--- src/rtl/mux_scan_sampler.sv ---
// Registered N:1 channel sampler with a valid/ready output stage and an optional
// round-robin auto-scan that advances one channel per captured sample.
module mux_scan_sampler #(
    parameter int CHANNELS = 16,
    parameter int WIDTH    = 1,
    parameter int SEL_W    = $clog2(CHANNELS)
) (
    input  logic                      clk,
    input  logic                      rst,
    input  logic [CHANNELS*WIDTH-1:0] din,
    input  logic [SEL_W-1:0]          sel_in,
    input  logic                      sel_load,
    input  logic                      go,
    input  logic                      scan_en,
    input  logic                      force_hi,
    output logic [WIDTH-1:0]          dout,
    output logic                      dout_valid,
    input  logic                      dout_ready,
    output logic [SEL_W-1:0]          cur_sel,
    output logic                      wrap,
    output logic                      sel_err
);

    localparam logic [0:0] StIdle = 1'b0;
    localparam logic [0:0] StFull = 1'b1;

    localparam logic [SEL_W:0]   NumChan = (SEL_W + 1)'(CHANNELS);
    localparam logic [SEL_W-1:0] LastSel = SEL_W'(CHANNELS - 1);

    logic [0:0]       state_q, state_d;
    logic [WIDTH-1:0] dout_q, dout_d;
    logic [SEL_W-1:0] sel_q, sel_d;
    logic             wrap_q, wrap_d;
    logic             err_q, err_d;

    logic [WIDTH-1:0] chan;
    logic [WIDTH-1:0] sample;
    logic             idle;
    logic             capture;
    logic             transfer;
    logic             sel_ok;

    // Decoded select; out-of-range values can never reach sel_q.
    always_comb begin
        chan = '0;
        for (int k = 0; k < CHANNELS; k++) begin
            if (sel_q == SEL_W'(k)) begin
                chan = din[k*WIDTH +: WIDTH];
            end
        end
    end

    always_comb begin
        idle     = (state_q == StIdle);
        transfer = !idle && dout_ready;
        // A held sample blocks capture until the consumer takes it.
        capture  = (idle || dout_ready) && (go || scan_en);
        sample   = force_hi ? {WIDTH{1'b1}} : chan;
        sel_ok   = ({1'b0, sel_in} < NumChan);

        state_d = state_q;
        if (capture) begin
            state_d = StFull;
        end else if (transfer) begin
            state_d = StIdle;
        end

        dout_d = capture ? sample : dout_q;

        sel_d  = sel_q;
        err_d  = err_q;
        wrap_d = 1'b0;
        if (sel_load) begin
            if (sel_ok) begin
                sel_d = sel_in;
            end else begin
                err_d = 1'b1;
            end
        end else if (scan_en && capture) begin
            if (sel_q == LastSel) begin
                sel_d  = '0;
                wrap_d = 1'b1;
            end else begin
                sel_d = sel_q + SEL_W'(1);
            end
        end
    end

    always_ff @(posedge clk) begin
        if (rst) begin
            state_q <= StIdle;
            dout_q  <= '0;
            sel_q   <= '0;
            wrap_q  <= 1'b0;
            err_q   <= 1'b0;
        end else begin
            state_q <= state_d;
            dout_q  <= dout_d;
            sel_q   <= sel_d;
            wrap_q  <= wrap_d;
            err_q   <= err_d;
        end
    end

    assign dout       = dout_q;
    assign dout_valid = (state_q == StFull);
    assign cur_sel    = sel_q;
    assign wrap       = wrap_q;
    assign sel_err    = err_q;

endmodule

--- config.mk ---
export PLATFORM = sky130hd
export DESIGN_NAME = mux_scan_sampler
export DESIGN_NICKNAME = d
export VERILOG_FILES = /design/src/rtl/mux_scan_sampler.sv
export SDC_FILE = /design/constraint.sdc
export NUM_CORES = 1
export LEC_CHECK = 0
export CAP_MARGIN = 20
export CORE_MARGIN = 10
export CORE_UTILIZATION = 39
export DETAILED_ROUTE_END_ITERATION = 6
export PLACE_DENSITY = 0.88
export SLEW_MARGIN = 15
export SYNTH_ARGS = -nofsm -noshare
export SYNTH_HDL_FRONTEND = slang
export SYNTH_SLANG_ARGS = --single-unit
--- constraint.sdc ---
create_clock -name clk -period 3.8 [get_ports clk]
set_clock_uncertainty 0.05 [all_clocks]
set_input_delay 0.76 -clock clk [delete_from_list [all_inputs] [get_ports clk]]
set_output_delay 0.76 -clock clk [all_outputs]
set_load 0.02 [all_outputs]
; ---- Yosys cells after proc, flatten, opt, wreduce, memory -nomap -nowiden
; Index checks and enable logic that the tools add are counted.
; W data, S select, Z words.
[totals]
out_inout_bits = 8
rom_bits = 0
latchBits = 0
mem_bits_rw = 0
n_memories = 0
elab_cells = 54
in_bits = 27
ff_bits = 7
[classes]
order_cmp = 0
bitwise_logic = 2
n_eq_ne = 15
multipliers = 0
add_sub_neg = 1
mux = 23
reduce_logical = 9
div_mod_pow = 0
shifts = 0
[op_table]
columns = op, n
row1 = $eq A4 B4 Y1 const B, 8
row2 = $mux W1, 20
row3 = $eq A4 B3 Y1 const B, 4
row4 = $mux W4, 3
row5 = $eq A4 B2 Y1 const B, 2
row6 = $add A4 B1 Y4 const B, 1
row7 = $eq A4 B1 Y1 const B, 1
row8 = $logic_not A4 Y1, 1
row9 = $reduce_bool A2 Y1, 2
row10 = $logic_and A1 B1 Y1, 3
row11 = $reduce_or A3 Y1, 1
row12 = $logic_or A1 B1 Y1, 2
row13 = $not A1 Y1, 2

; ---- Longest topological paths before layout
[logic_depth]
depth_word = 18
depth_mapped = 7
mapped_depth_nobuf = 7

; ---- Least setup slack after synthesis
; No wires, ideal clock.
[synth_path]
path_kind = reg-to-reg
from = register sel_q[0], in the netlist cur_sel[0]
to = register dout_q, in the netlist dout
setup_slack_ns = 1.819
t_arrival_ns = 1.846
n_path_buf = 0
setup_ns = 0.086
t_required_ns = 3.664
path_stages_with_launch = 8
synth_period_minus_slack_ns = 1.981
path_cell_list = dfxtp_1 > inv_1 > ha_1 > nor2b_1 > a2111oi_2 > o211a_1 > o221ai_1 > a211oi_1
[synth_via]
elab_chain_len = 18
word_cells_on_any_way = 33
classes_between = eq/ne (15) / mux (17) / reduce/logical (1)
[synth_lines]
columns = item, line
row1 = "start, declared", 32  ; logic [SEL_W-1:0] sel_q, sel_d;
row2 = "start signal, assigned", 99  ; sel_q <= sel_d;
row3 = $logic_not A4 Y1, 47  ; if (sel_q == SEL_W'(k)) begin
row4 = $mux W1 (15 in a row), 47
row5 = $mux W1 *, 47
row6 = $mux W1 *, 58  ; sample = force_hi ? {WIDTH{1'b1}} : chan;
row7 = "end signal, assigned", 98  ; dout_q <= dout_d;
row8 = "end, declared", 31  ; logic [WIDTH-1:0] dout_q, dout_d;
; Mark *: on every way between the ends. The rest lies on a longest branch, timed or not.
; A chain may end at the register's enable or synchronous reset.

; ---- Final worst setup path
[layout_path]
from = register sel_q[2], in the netlist cur_sel[2]
to = output port cur_sel[2]
[layout_lines]
columns = item, line
row1 = "end, declared", 19  ; output logic [SEL_W-1:0] cur_sel,
; No word-level cell between the ends.

==> summary.md <==
| Metric | Value |
|---|---|
| Layout area overhead | `59.9%` |
| CP required | `2.99 ns` |
| Cell taking the most area after synthesis | `dfxtp_1` |
| Initial antenna violation count | `0` |
| Rows | `13` |
| Async set or reset register ratio after synthesis | `0%` |
| Fin crit share | `about 60%` |
| Initial Util | `42.9%` |
| Met2 GRT Util | `16.5%` |
| Worst-path clk slew | `0.06 ns` |
| Nets@finish | `roughly 140` |
| Die Y | `58.8 µm` |
| Area share of the largest cell type after synthesis | `23.9%` |
| N_diodes | `0` |
| Synth top area cells | `dfxtp_1 (24%), ha_1 (8.5%), nor2b_1 (5.3%)` |
| Die area | `0.00346 mm²` |
| Primary FF master, synth | `dfxtp_1` |
| Final hold viol count | `0` |
| Distinct cells, synth | `35` |
| Most frequent cells in the layout | `clkdlybuf4s50_1 (33), dfxtp_1 (7), nor2_1 (5), nor2b_1 (5), a21oi_1 (5)` |
| IO Pins | `35` |
| H-tree depth | `1` |
| Clock Tree Buf Depth | `2` |
| Post-synthesis sequential area ratio | `23.9%` |
| Mapped Area | `587 µm²` |
| Antenna viol nets, final | `0` |
| Startpoint class of the critical path | `flop` |
| Fin crit period | `2.34 ns` |
| HPWL Detailed | `1460 µm` |
| Post-synth EDFFs | `0` |
| Max_cap viols | `0` |
| Synth warn | `0` |
| Starting DRT DRC Count | `13` |
| Vias in the first global route | `approximately 670` |
| Remaining DRCs | `0` |
| First-pass GRT wire length | `2960 µm` |
| RSZ-0062 raised after global routing | `false` |
| CTS tree | `yes` |
| WL final | `between 1500 and 2000 µm` |
| Via count | `687` |
| CP top delay family | `buffers and inverters` |
| Syn Area/Cell | `8.04 µm²` |
| Syn nets | `104` |
| CP Capture Type | `output port` |
| Num CTS Buffers | `3` |
| Cells after Synth | `73` |
| Slew Viols, Final | `0` |
| # resized after CTS | `0` |
| Layout cell share with drive strength beyond 1 | `4.72%` |
| Synthesized flop and latch total | `7` |
| All-Layer GR Usage | `10.5%` |
| CP Cell Sequence | `clkdlybuf4s50_1` |
| Reg power frac | `34.7%` |
| Post-route cell area | `938 µm²` |
| # hold bufs at CTS | `0` |
| Root Driver | `clkbuf_4` |
| Post-placement cell area | `~910 µm²` |
| Net Sw Power | `~0.000075 W` |
| Via/cell ratio | `about 5.7` |
| Crit Path Class | `flop to output port` |
| Arr. time, crit path | `~1.5 ns` |
| Internal Power | `~0.00017 W` |
| Worst VDD drop | `between 0.15 and 0.2 mV` |
| Pin count of the biggest net entering global routing | `14` |
| Logic pwr share | `between 30% and 40%` |
| M3 GR Usage | `6.01%` |
| Final setup violation count | `0` |
| PwrDens | `263 mW/mm²` |
| Gr busiest metal | `met2` |
| WP buf/inv | `1` |
| Worst stage delay on the critical path | `0.69 ns` |
| Clock sink total | `7` |
| Met1 Use GR | `between 10% and 20%` |
| Number of port buffers | `33` |
| Sw Ratio | `30.3%` |
| Gpl congestion | `around 0.76` |
| Die width | `58.8 µm` |
| Status | `complete, no violations` |
| Critical path's slowest cell | `clkdlybuf4s50_1` |
| Hold/Removal Path Class | `flop to flop` |
| Fmax | `427 MHz` |
| Setup bufs post-CTS | `0` |
| Gr ovfl total | `0` |
| Pre-Repair DR Iteration Count | `6` |
| Skew-Pair Late Insertion Delay | `0.26 ns` |
| Commonest non-fill, non-tap cell in the layout | `clkdlybuf4s50_1` |
| DR WL/cell | `14.8 µm` |
| Clock share of power | `28.9%` |
| Crit-path max FO | `13` |
| Final setup TNS | `0 ns` |
| Std-Cell Core Area | `approximately 0.0014 mm²` |
| Leakage | `0.363 nW` |
cell families after synthesis:
kind of cell             count (synthesis)  synth area share (%)
multiplexers                             2                  3.41
AND/OR/NAND/NOR                         26                  24.9
XOR/XNOR                                 1                  1.49
adder cells (fa/ha/maj)                  4                  8.53
buffers and inverters                    8                  6.61
other                                    1                 0.639
AO/OA/AOI/OAI                           24                  30.5
flip-flops                               7                  23.9
cells in the mapped netlist, types with 2 or more instances:
library cell / number
dfxtp_1: 7
a21oi_1: 5
nor2_1: 5
nor2b_1: 5
ha_1: 4
inv_1: 4
a211oi_1: 3
nor3_1: 3
a2111oi_0: 2
and3_1: 2
buf_4: 2
mux2i_1: 2
nand2_1: 2
nand3_1: 2
nand3b_1: 2
nor3b_1: 2
o21ai_0: 2
o21ai_1: 2
registers in the layout, summed over array words and instances, names as in the netlist:
register    flops
dout            1
cur_sel         4
wrap            1
dout_valid      1
metal layers:
layer	vias to the layer above	share of wire (%)
met4	0	1.2
li1	342	-
met3	2	12
met1	310	40
met2	33	47
met5	-	0
power by group through the flow:
stage               registers (W)   logic, W  clock network (W)
finish                  0.0000855  0.0000896          0.0000713
CTS                     0.0000855  0.0000899          0.0000720
global placement        0.0000868  0.0000878                  0
floorplan               0.0000907  0.0000414                  0
global route            0.0000868  0.0000971          0.0000767
detailed placement      0.0000871  0.0000894                  0
path summary, 6_finish.rpt:
check / from / end / slack, ns / cells past startpoint
worst max-delay path: cur_sel[2] / cur_sel[2] / 1.46 / 1
worst min-delay path: dout / dout / 0.49 / 2
worst max register to register: cur_sel[1] / dout / 1.75 / 7
worst min register to register: dout / dout / 0.49 / 2
metrics by stage:
stage / total power (W) / hold WS [ns] / std cells / utilization (%) / setup WS, ns
after floorplan: 0.000132 / 0.536 / 73 / - / 1.82
after global placement: 0.000175 / 0.479 / 117 / 66.8 / 1.48
after detailed placement: 0.000176 / 0.482 / 117 / 66.8 / 1.40
after CTS: 0.000247 / 0.490 / 121 / 68.7 / 1.46
after global routing: 0.000261 / 0.513 / 121 / 68.7 / 1.38
final: 0.000246 / 0.486 / 121 / 68.7 / 1.46
area by class of cell:
class | instances | area, µm²
Timing Repair Buffer | 33 | 330
Fill cell | 135 | 428
Sequential cell | 7 | 140
Clock buffer | 4 | 26.3
Tap cell | 15 | 18.8
Multi-Input combinational cell | 58 | 408
Inverter | 4 | 15.0
worst reg2reg max path, cell delays in order, from the launching register on:
cell	delay [ns]
dfxtp_1	0.40
inv_1	0.09
ha_1	0.29
and3b_1	0.24
a2111oi_0	0.05
a2111oi_0	0.43
o221ai_1	0.16
a211oi_1	0.25
Note: power is estimated with default switching activity, not from simulation.
